[src/rtl/mano_io_pkg.sv]
// Shared types for the serial printer: accept/transmit FSM states and frame geometry.
package mano_io_pkg;

  typedef enum logic {
    ACC_IDLE,
    ACC_WAIT
  } acc_state_t;

  typedef enum logic [1:0] {
    TX_IDLE,
    TX_START,
    TX_DATA,
    TX_STOP
  } tx_state_t;

  localparam int UART_FRAME_BITS = 10;

endpackage

[src/rtl/char_fifo.sv]
// Character buffer between the CPU accept path and the serial shifter.
module char_fifo #(
  parameter int WIDTH = 8,
  parameter int DEPTH = 4
) (
  input  logic             clock,
  input  logic             reset_n,
  input  logic             i_push,
  input  logic             i_pop,
  input  logic [WIDTH-1:0] i_din,
  output logic [WIDTH-1:0] o_head,
  output logic             o_full,
  output logic             o_empty
);

  localparam int AW = $clog2(DEPTH);
  localparam logic [AW-1:0] PTR_INC  = AW'(1);
  localparam logic [AW:0]   CNT_INC  = (AW+1)'(1);
  localparam logic [AW:0]   CNT_FULL = (AW+1)'(DEPTH);

  logic [WIDTH-1:0] r_mem [DEPTH];
  logic [AW-1:0]    r_wr_ptr;
  logic [AW-1:0]    r_rd_ptr;
  logic [AW:0]      r_count;
  logic             w_do_push;
  logic             w_do_pop;

  // A pop frees the slot in the same cycle, so a full FIFO still takes a push alongside it.
  assign w_do_pop  = i_pop && !o_empty;
  assign w_do_push = i_push && (!o_full || w_do_pop);
  assign o_full    = (r_count == CNT_FULL);
  assign o_empty   = (r_count == '0);
  assign o_head    = r_mem[r_rd_ptr];

  always_ff @(posedge clock) begin
    if (!reset_n) begin
      r_wr_ptr <= '0;
      r_rd_ptr <= '0;
      r_count  <= '0;
    end else begin
      if (w_do_push) r_wr_ptr <= r_wr_ptr + PTR_INC;
      if (w_do_pop)  r_rd_ptr <= r_rd_ptr + PTR_INC;
      case ({w_do_push, w_do_pop})
        2'b10:   r_count <= r_count + CNT_INC;
        2'b01:   r_count <= r_count - CNT_INC;
        default: r_count <= r_count;
      endcase
    end
  end

  always_ff @(posedge clock) begin
    if (w_do_push) r_mem[r_wr_ptr] <= i_din;
  end

endmodule

[src/rtl/serial_printer.sv]
// Takes characters from the CPU output register handshake and shifts them out as 8N1 frames.
module serial_printer
  import mano_io_pkg::*;
#(
  parameter int CLKS_PER_BIT = 16,
  parameter int FIFO_DEPTH   = 4
) (
  input  logic       clock,
  input  logic       reset_n,
  input  logic [7:0] data_in,
  input  logic       fgo_in,
  output logic       fgo_set_out,
  output logic       tx_out,
  output logic       busy_out
);

  localparam logic [15:0] BIT_LAST = 16'(CLKS_PER_BIT - 1);

  acc_state_t  r_acc_state;
  tx_state_t   r_tx_state;
  logic [15:0] r_bit_cnt;
  logic [2:0]  r_bit_idx;
  logic [7:0]  r_shift;
  logic        r_tx;
  logic        w_push;
  logic        w_pop;
  logic        w_full;
  logic        w_empty;
  logic        w_bit_end;
  logic        w_line;
  logic [7:0]  w_head;

  char_fifo #(
    .WIDTH (8),
    .DEPTH (FIFO_DEPTH)
  ) u_fifo (
    .clock   (clock),
    .reset_n (reset_n),
    .i_push  (w_push),
    .i_pop   (w_pop),
    .i_din   (data_in),
    .o_head  (w_head),
    .o_full  (w_full),
    .o_empty (w_empty)
  );

  assign w_pop       = (r_tx_state == TX_IDLE) && !w_empty;
  assign w_push      = (r_acc_state == ACC_IDLE) && !fgo_in && (!w_full || w_pop);
  assign w_bit_end   = (r_bit_cnt == BIT_LAST);
  assign fgo_set_out = w_push;
  assign tx_out      = r_tx;
  assign busy_out    = !w_empty || (r_tx_state != TX_IDLE);

  // ACC_WAIT blocks a second push of the same character until the CPU has seen the flag set.
  always_ff @(posedge clock) begin
    if (!reset_n) begin
      r_acc_state <= ACC_IDLE;
    end else begin
      case (r_acc_state)
        ACC_IDLE: if (w_push) r_acc_state <= ACC_WAIT;
        ACC_WAIT: if (fgo_in) r_acc_state <= ACC_IDLE;
      endcase
    end
  end

  always_comb begin
    w_line = 1'b1;
    case (r_tx_state)
      TX_START: w_line = 1'b0;
      TX_DATA:  w_line = r_shift[0];
      default:  w_line = 1'b1;
    endcase
  end

  always_ff @(posedge clock) begin
    if (w_pop) r_shift <= w_head;
    else if ((r_tx_state == TX_DATA) && w_bit_end) r_shift <= {1'b0, r_shift[7:1]};
  end

  // The line register trails the state by one cycle, so the start bit shows one edge after the pop.
  always_ff @(posedge clock) begin
    if (!reset_n) begin
      r_tx_state <= TX_IDLE;
      r_bit_cnt  <= '0;
      r_bit_idx  <= '0;
      r_tx       <= 1'b1;
    end else begin
      r_tx <= w_line;
      case (r_tx_state)
        TX_IDLE: begin
          r_bit_cnt <= '0;
          r_bit_idx <= '0;
          if (w_pop) r_tx_state <= TX_START;
        end
        TX_START: begin
          if (w_bit_end) begin
            r_bit_cnt  <= '0;
            r_tx_state <= TX_DATA;
          end else begin
            r_bit_cnt <= r_bit_cnt + 16'd1;
          end
        end
        TX_DATA: begin
          if (w_bit_end) begin
            r_bit_cnt <= '0;
            r_bit_idx <= r_bit_idx + 3'd1;
            if (r_bit_idx == 3'd7) r_tx_state <= TX_STOP;
          end else begin
            r_bit_cnt <= r_bit_cnt + 16'd1;
          end
        end
        TX_STOP: begin
          if (w_bit_end) begin
            r_bit_cnt  <= '0;
            r_tx_state <= TX_IDLE;
          end else begin
            r_bit_cnt <= r_bit_cnt + 16'd1;
          end
        end
      endcase
    end
  end

endmodule
[config.mk]
export PLATFORM = sky130hd
export DESIGN_NAME = serial_printer
export DESIGN_NICKNAME = d
export VERILOG_FILES = /design/src/rtl/mano_io_pkg.sv /design/src/rtl/char_fifo.sv /design/src/rtl/serial_printer.sv
export SDC_FILE = /design/constraint.sdc
export NUM_CORES = 1
export LEC_CHECK = 0
export ABC_AREA = 1
export BUFFER_PORTS_ARGS = -buffer_cell sky130_fd_sc_hd__buf_2
export CAP_MARGIN = 20
export CORE_MARGIN = 2
export CORE_UTILIZATION = 54
export CTS_CLUSTER_SIZE = 24
export DETAILED_ROUTE_END_ITERATION = 10
export GPL_ROUTABILITY_DRIVEN = 0
export PLACE_DENSITY = 0.83
export SKIP_CTS_REPAIR_TIMING = 1
export SLEW_MARGIN = 25
export SYNTH_ARGS = -nofsm -noshare
export SYNTH_HDL_FRONTEND = slang
export SYNTH_HIERARCHICAL = 1
export SYNTH_SLANG_ARGS = --single-unit
[constraint.sdc]
create_clock -name clock -period 4.3 [get_ports clock]
set_input_delay 0.86 -clock clock [delete_from_list [all_inputs] [get_ports clock]]
set_output_delay 0.86 -clock clock [all_outputs]
set_load 0.01 [all_outputs]
# After elaboration in Yosys (flattened, before gate mapping)
# Memory sizes are Yosys's and may differ from the RTL's. A register that Yosys moved wholly into a read port is not among the register bits.
# Cells that the tools add are included.
# totals
regBits	38
ram_bits	32
inputBits	11
out_inout_bits	3
mem_count	1
# memory_table
name	depth	width	rd	rd_ports_with_merged_regs	wr	line_no	text
u_fifo.r_mem	4	8	1	1	1	char_fifo.sv:21	logic [WIDTH-1:0] r_mem [DEPTH];
# classes
n_addsub	6
eq_ne	13
muxes	21
bitwise	1
n_reduce_logical	21
# ops
cell	count
one-hot mux 16 bit (2 select lines)	1
adder 16 x 1 -> 16 bit, second input constant	1
== test 16 x 4 -> 1 bit, second input constant	1
two-way mux 16 bit	1
two-way mux 8 bit	2
two-way mux 2 bit	7
one-hot mux 3 bit (2 select lines)	2
one-hot mux 2 bit (4 select lines)	1
nonzero test 2 bit	4
adder 3 x 1 -> 3 bit, second input constant	2
== test 2 bit, second input constant	3
== test 3 bit, second input constant	2
logical AND 1 bit	6
inequality test 2 bit, second input constant	3
AND reduction 5 bit	1
adder 2 x 1 -> 2 bit, second input constant	2
== test 2 x 1 -> 1 bit, second input constant	2
two-way mux 1 bit	4
inequality test 2 x 1 -> 1 bit, second input constant	2
one-hot mux 1 bit (2 select lines)	2
logical NOT 1 bit	3
logical NOT 3 bit	1
logical OR 1 bit	3
two-way mux 3 bit	1
other kinds (5)	5

# Depth between registers and ports, before layout
# Gate-level depths: netlist of run 1.
# logic_depth
word_depth	8
depth_mapped	15
depth_no_buf	15

# Modules after synthesis
# Netlist of run 1, hierarchy kept.
# by_module_without_submodules
mod	instances	cells_per_inst	area_per_inst_um2	seq_area_each_um2
char_fifo	1	140	1655.3	1141.1
serial_printer	1	198	1571.5	700.7

# Worst setup path before layout of run 1
# Ideal clock, no wire load.
# synth_timing
path_kind	flip-flop to flip-flop
startpoint	register r_tx_state[0]
endpoint	memory u_fifo.r_mem[0][0] (enable)
setup_ps	371
arrival_time_ps	2336
setup_slack_ps	1594
stages_incl_launch_ff	10
period_less_slack_ps	2706
cell_sequence	dfxtp_1 inv_1 ha_1 inv_1 nor2_4 inv_2 nand2_1 nor3b_1 o21ai_4 nor2_1
# synth_between
elab_chain_cells	7
word_cells_on_any_way	9
# synth_lines
element	line_no	text
start, declared	serial_printer.sv:20	tx_state_t r_tx_state;
start signal, assigned	serial_printer.sv:83	r_tx_state <= TX_IDLE;
start signal, assigned	serial_printer.sv:93	if (w_pop) r_tx_state <= TX_START;
start signal, assigned	serial_printer.sv:98	r_tx_state <= TX_DATA;
logical NOT 2 bit	serial_printer.sv:47	assign w_pop = (r_tx_state == TX_IDLE) && !w_empty;
logical AND 1 bit	serial_printer.sv:47	
via w_pop	serial_printer.sv:26	logic w_pop;
logical OR 1 bit	serial_printer.sv:48	assign w_push = (r_acc_state == ACC_IDLE) && !fgo_in && (!w_full || w_pop);
logical AND 1 bit	serial_printer.sv:48	
via fgo_set_out	serial_printer.sv:12	output logic fgo_set_out,
logical AND 1 bit	char_fifo.sv:30	assign w_do_push = i_push && (!o_full || w_do_pop);
two-way mux 1 bit	char_fifo.sv:52	if (w_do_push) r_mem[r_wr_ptr] <= i_din;
two-way mux 1 bit (not written as such)	char_fifo.sv:52	
end, declared	char_fifo.sv:21	
# The timed path passes the listed nets, and every way through them passes these cells.

# Worst setup path after layout of run 1
# layout_timing
startpoint	register r_tx_state[1]
endpoint	output port fgo_set_out
# layout_between
elab_chain_cells	4
# layout_lines
element	line_no
logical NOT 2 bit	serial_printer.sv:47
logical AND 1 bit	serial_printer.sv:47
via w_pop	serial_printer.sv:26
logical OR 1 bit	serial_printer.sv:48
logical AND 1 bit	serial_printer.sv:48
end, declared	serial_printer.sv:12
# The timed path passes the listed nets, and every way through them passes these cells.

==> results.cfg, run 1 <==
[logic_synthesis]
synthesis.nets = 362
ys_ff_latch = 72
yosysTopAreaCell = edfxtp_1
syn-cell-area_um2 = 3230
ys_types = 33
syn-instance-count = 338
ys_top_cells_by_area = edfxtp_1 (37%), dfxtp_1 (20%), nor2_1 (6.5%), nand2_1 (6.0%), ha_1 (4.7%)
avgSynthCellArea_um2 = 9.55
synth_warnings = 6
synth_top_area_share = 0.372
yosysSeqAreaShare = 0.571

[critical_path]
end_kind = output pin
timing.rr.end = u_fifo/r_mem[0][3]
path_class = reg2out
crit_path_max_incr_delay_ps = 620
start_kind = register
rr_worst_depth = 9
cp_data_required_time_ps = 3440
arrival_ps = 2490
cp_slowest_cell = nor3b_1
regToRegSetupSlack_ps = 1300
worstPathCellList = inv_1 > ha_1 > inv_1 > nor2_4 > inv_2 > nand2_1 > nor3b_1 > buf_2
reg2reg_from = r_tx_state[1]
worstPathBufferInverterCount = 4
crit_family = simple AND/OR/NAND/NOR gates
crit_top_cell = inv_1
crit_fanout = 12

[global_route]
antenna_found_initial = 0
grt_pass1_wl_mm = 9.27
grt_pass1_vias = 2124
overflow = 0
grt_start_max_net_pins = 18
use_met3 = 0.0644
grt_most_used_layer = met2
grt_use_met1 = 0.221
track_usage = 0.192
gr-usage-met2 = 0.320

[hold_path]
min_path_type = reg2reg
hp-start = r_bit_cnt[0]
min_to = r_bit_cnt[0]
whs_path_depth = 1

[detailed_routing]
wl_per_cell_um = 13.1
drt_iter0_markers = 84
vias = 2298
wirelength_mm = 5.75
drc = 0
viasPerCell = 5.23
dr.pass1.iters = 4
ant_nets = 0

[place]
io_buffers = 13
place_area_um2 = 3360
post-dp-hpwl_mm = 4.17
dp_cells = 423

[finish]
finalNetCount = 383
final_cell_count_no_fill = 439
final_cell_area_um2 = 3600
drive_gt1_frac = 0.137
syn2layout_area_growth_pct = 11.6
antenna_cells = 0
fillCellCount = 461

[power_and_ir_drop]
p_leak_nw = 1.39
irDropWorstVdd_mv = 0.469
power_density_nw_per_um2 = 604

[die]
die_w_um = 81.3
rows = 28
dieArea_um2 = 6610
io_pins = 14
coreArea_um2 = 5850
chipHeight_um = 81.3
initial_core_util = 0.552

[sta]
hold_violations = 0
rsz0062_at_grt = false
max_freq_ghz = 0.299
setup_tns_ps = 0
period_needed_ps = 3350
max_slew_margin = 0.503
fin_skew_ps = 8.67
min_period_over_period = 0.778
tightest_slew_ps = 744
drv_slew = 0
setup_viol = 0

[clock_tree]
clk_latency_ps = 340
cts_max_level = 3
cts.sinks = 72
clock_path_buffers = 2
path_clk_slew_ps = 70
clock_tree.root_cell = clkbuf_8
cts_tree = built
numCtsBuffers = 9

[run]
cap_viol_max_count = 0

[status]
status = complete, no violations
==> cells by family after synthesis <==
family,share of synthesized area
and+or+nand+nor,0.222
DFF,0.571
AOI/OAI and AO/OA,0.0911
xor gates and xnor gates,0.0163
adders and majority gates,0.0527
buffers and inverters,0.0473
==> placed cells by master, fill, tap and decap left out, types with 4 or more instances in the layout <==
cell,instances
nand4_1,7
nor2_1,56
inv_1,34
dfxtp_1,32
edfxtp_1,40
nand3_1,13
a21oi_1,18
buf_2,13
xnor2_1,4
nor2_2,4
clkbuf_8,9
nand2_1,52
nand2_2,7
o21ai_1,4
nor3_1,4
o21ai_0,19
o22ai_1,8
ha_1,12
==> how the worst max path moves through the flow <==
| stage | from | to | slack, ps | cells past startpoint |
|---|---|---|---|---|
| floorplan | r_tx_state[0] | u_fifo/r_mem[0][0] | 1590 | 9 |
| global placement | r_tx_state[0] | fgo_set_out | 1440 | 8 |
| detailed placement | r_tx_state[1] | fgo_set_out | 1350 | 8 |
| CTS | r_tx_state[1] | fgo_set_out | 940 | 8 |
| global route | r_tx_state[1] | fgo_set_out | 770 | 8 |
| finish | r_tx_state[1] | fgo_set_out | 950 | 8 |
==> per-layer routing <==
metal,up-vias,part of all wire,routed length (um)
met5,-,0,0
met4,0,0.023,131
met3,16,0.050,288
met2,56,0.50,2850
met1,1047,0.43,2470
li1,1179,-,-
==> registers in the layout, indices dropped and copies added (netlist names), named ones only <==
name / cells
u_fifo/r_mem: 32
r_bit_cnt: 16
r_shift: 8
r_bit_idx: 3
u_fifo/r_count: 3
r_tx_state: 2
u_fifo/r_rd_ptr: 2
u_fifo/r_wr_ptr: 2
r_acc_state: 1
tx_out: 1
==> area by class of cell <==
| cell class | instances | area (um^2) | share of cell area |
|---|---|---|---|
| repair buffers | 13 | 65.1 | 0.0181 |
| inverters | 35 | 131 | 0.0365 |
| clock inverters | 6 | 109 | 0.0302 |
| flip-flops and latches | 72 | 1840 | 0.511 |
| clock buffers | 10 | 128 | 0.0354 |
| multi-input cells | 228 | 1230 | 0.342 |
| well taps | 75 | 93.8 | 0.0261 |
==> stage by stage <==
step	total power (W)	util	hold WS (ps)	setup slack (ps)
after global routing	0.00231	0.615	469	772
final	0.00218	0.615	447	955
after global placement	0.00153	0.575	430	1440
after CTS	0.00219	0.615	451	940
after detailed placement	0.00156	0.575	438	1350
after floorplan	0.00143	-	417	1590
==> Yosys cell counts, drive strengths merged <==
library cell / count
nor2: 63
nand2: 60
edfxtp: 40
inv: 35
dfxtp: 32
o21ai: 24
a21oi: 19
nand3: 15
ha: 12
o22ai: 8
nand4: 7
nor3: 4
or2: 4
xnor2: 4
buf: 3
nor3b: 2
xor2: 2
a31oi: 1
and3: 1
fa: 1
o21a: 1
==> report_power, final <==
| part | internal (W) | switching [W] | total [W] | leakage, nW |
|---|---|---|---|---|
| clock | 0.000384 | 0.000238 | 0.000622 | 0.120 |
| combinational | 0.000191 | 0.000412 | 0.000602 | 0.646 |
| sequential | 0.000885 | 0.0000664 | 0.000951 | 0.628 |
| total | 0.00146 | 0.000716 | 0.00218 | 1.39 |
(Power assumes the default switching activity.)
==> run 2: changes to the inputs <==
clock period = 3.09 ns   (was 4.3 ns; I/O delays follow)
==> run 2 against run 1 <==
  * Clock power is 31% higher
  * Worst setup slack got worse by 510 ps
  * Die area unchanged
  * Non-clock buffer count grew 6
  * Largest cell class unchanged
  * Largest power group unchanged
==> results.cfg, run 2 (synthesized netlist as in run 1, its figures left out) <==
[detailed_routing]
dr.pass1.iters = 4
wl_per_cell_um = 13.0
drt_iter0_markers = 78
vias = 2336
viasPerCell = 5.25
drc = 0
wirelength_mm = 5.77
ant_nets = 0

[die]
rows = 28
io_pins = 14
initial_core_util = 0.552
chipHeight_um = 81.3
dieArea_um2 = 6610
coreArea_um2 = 5850
die_w_um = 81.3

[sta]
tightest_slew_ps = 555
period_needed_ps = 2640
max_slew_margin = 0.630
setup_viol = 0
hold_violations = 0
fin_skew_ps = 10.3
setup_tns_ps = 0
max_freq_ghz = 0.379
min_period_over_period = 0.855
rsz0062_at_grt = false
drv_slew = 0
hold_ws_ps = 461

[clock_tree]
numCtsBuffers = 9
clk_latency_ps = 350
cts_max_level = 3
clock_path_buffers = 2
cts_tree = built
cts.sinks = 72
clock_tree.root_cell = clkbuf_8
path_clk_slew_ps = 70

[global_route]
antenna_found_initial = 0
track_usage = 0.196
grt_pass1_wl_mm = 9.65
overflow = 0
use_met3 = 0.0589
grt_start_max_net_pins = 18
gr-usage-met2 = 0.339
grt_use_met1 = 0.223
grt_pass1_vias = 2255
grt_most_used_layer = met2

[critical_path]
regToRegSetupSlack_ps = 660
end_kind = output pin
cp_data_required_time_ps = 2470
start_kind = register
timing.rr.end = u_fifo/r_count[1]
arrival_ps = 2020
reg2reg_from = r_tx_state[0]
path_class = reg2out
crit_fanout = 10
cp-endpoint = fgo_set_out
worstSetupStartpoint = r_tx_state[0]
rr_worst_depth = 13

[finish]
reg.largest.list = u_fifo/r_mem: 32 flops, r_bit_cnt: 16 flops, r_shift: 8 flops
mostFrequentLayoutCells = nor2_1 (56), nand2_1 (52), edfxtp_1 (40), inv_1 (34), dfxtp_1 (32)
final_common_cell = nor2_1
final_cell_area_um2 = 3630
drive_gt1_frac = 0.154
largest-register = u_fifo/r_mem
finalNetCount = 389
syn2layout_area_growth_pct = 12.4
fillCellCount = 473
fin_util = 0.620
antenna_cells = 0
largest_reg_flops = 32
final_cell_count_no_fill = 445

[place]
post-dp-hpwl_mm = 3.97
dp_cells = 429
place_area_um2 = 3410
io_buffers = 13

[power_and_ir_drop]
pwr-share-clk = 0.270
p_comb_frac = 0.289
p_leak_nw = 1.42
p_sw_frac = 0.344
irDropWorstVdd_mv = 0.549
power_density_nw_per_um2 = 830
seqPwrFrac = 0.441
power.internal_w = 0.00198
switchingPower_w = 0.00104

[hold_path]
min_path_type = reg2reg

[run]
cap_viol_max_count = 0

[status]
status = complete, no violations
-- run 2: cell types whose count changed in the layout (fill, tap and decap cells not counted), sizes merged --
cell	change
clkinvlp	+1
buf	+6
inv	+1
clkbuf	-1
bufinv	-1
-- run 2: routing by layer --
metal  routed length, um  share of wire
met5                   0              0
met4                  57         0.0099
met3                 251          0.044
met2                3000           0.52
met1                2460           0.43
-- run 2: final cells by class --
| cell class | instances | area [um^2] | area share |
|---|---|---|---|
| Sequential cell | 72 | 1840 | 0.508 |
| Multi-Input combinational cell | 228 | 1230 | 0.340 |
| Inverter | 35 | 131 | 0.0362 |
| Clock buffer | 9 | 124 | 0.0341 |
| Timing Repair Buffer | 19 | 110 | 0.0303 |
| Clock inverter | 7 | 95.1 | 0.0262 |
| Tap cell | 75 | 93.8 | 0.0259 |
-- run 2: metrics by stage --
step                      worst slack, ps  total power (W)
after CTS                             428          0.00304
final                                 448          0.00301
after global placement                822          0.00218
after detailed placement              704          0.00222
after floorplan                       384          0.00198
after global routing                  243          0.00322
-- run 2: worst min-delay path by stage --
stage | start | endpoint | cells past startpoint
after detailed placement | r_bit_cnt[0] | r_bit_cnt[0] | 1
after global routing | data_in[7] | u_fifo/r_mem[0][7] | 1
after floorplan | r_bit_cnt[0] | r_bit_cnt[0] | 1
after CTS | r_bit_cnt[0] | r_bit_cnt[0] | 1
after global placement | r_bit_cnt[0] | r_bit_cnt[0] | 1
final | r_bit_cnt[0] | r_bit_cnt[0] | 1
-- run 2: power groups by stage --
| stage | Sequential, W | Clock (W) | Combinational, W |
|---|---|---|---|
| 2_1_floorplan | 0.00131 | 0 | 0.000672 |
| 3_3_place_gp | 0.00134 | 0 | 0.000835 |
| 3_5_place_dp | 0.00135 | 0 | 0.000873 |
| 4_1_cts | 0.00133 | 0.000829 | 0.000877 |
| 5_1_grt | 0.00135 | 0.000869 | 0.00100 |
| 6_report | 0.00133 | 0.000814 | 0.000869 |
-- run 2: critical path, cell delays in order, from the launching register on --
cell,delay (ps)
dfxtp_1,350
inv_1,110
ha_1,200
inv_1,80
nor2_4,90
inv_2,80
nand2_1,70
nor3b_1,460
buf_2,240
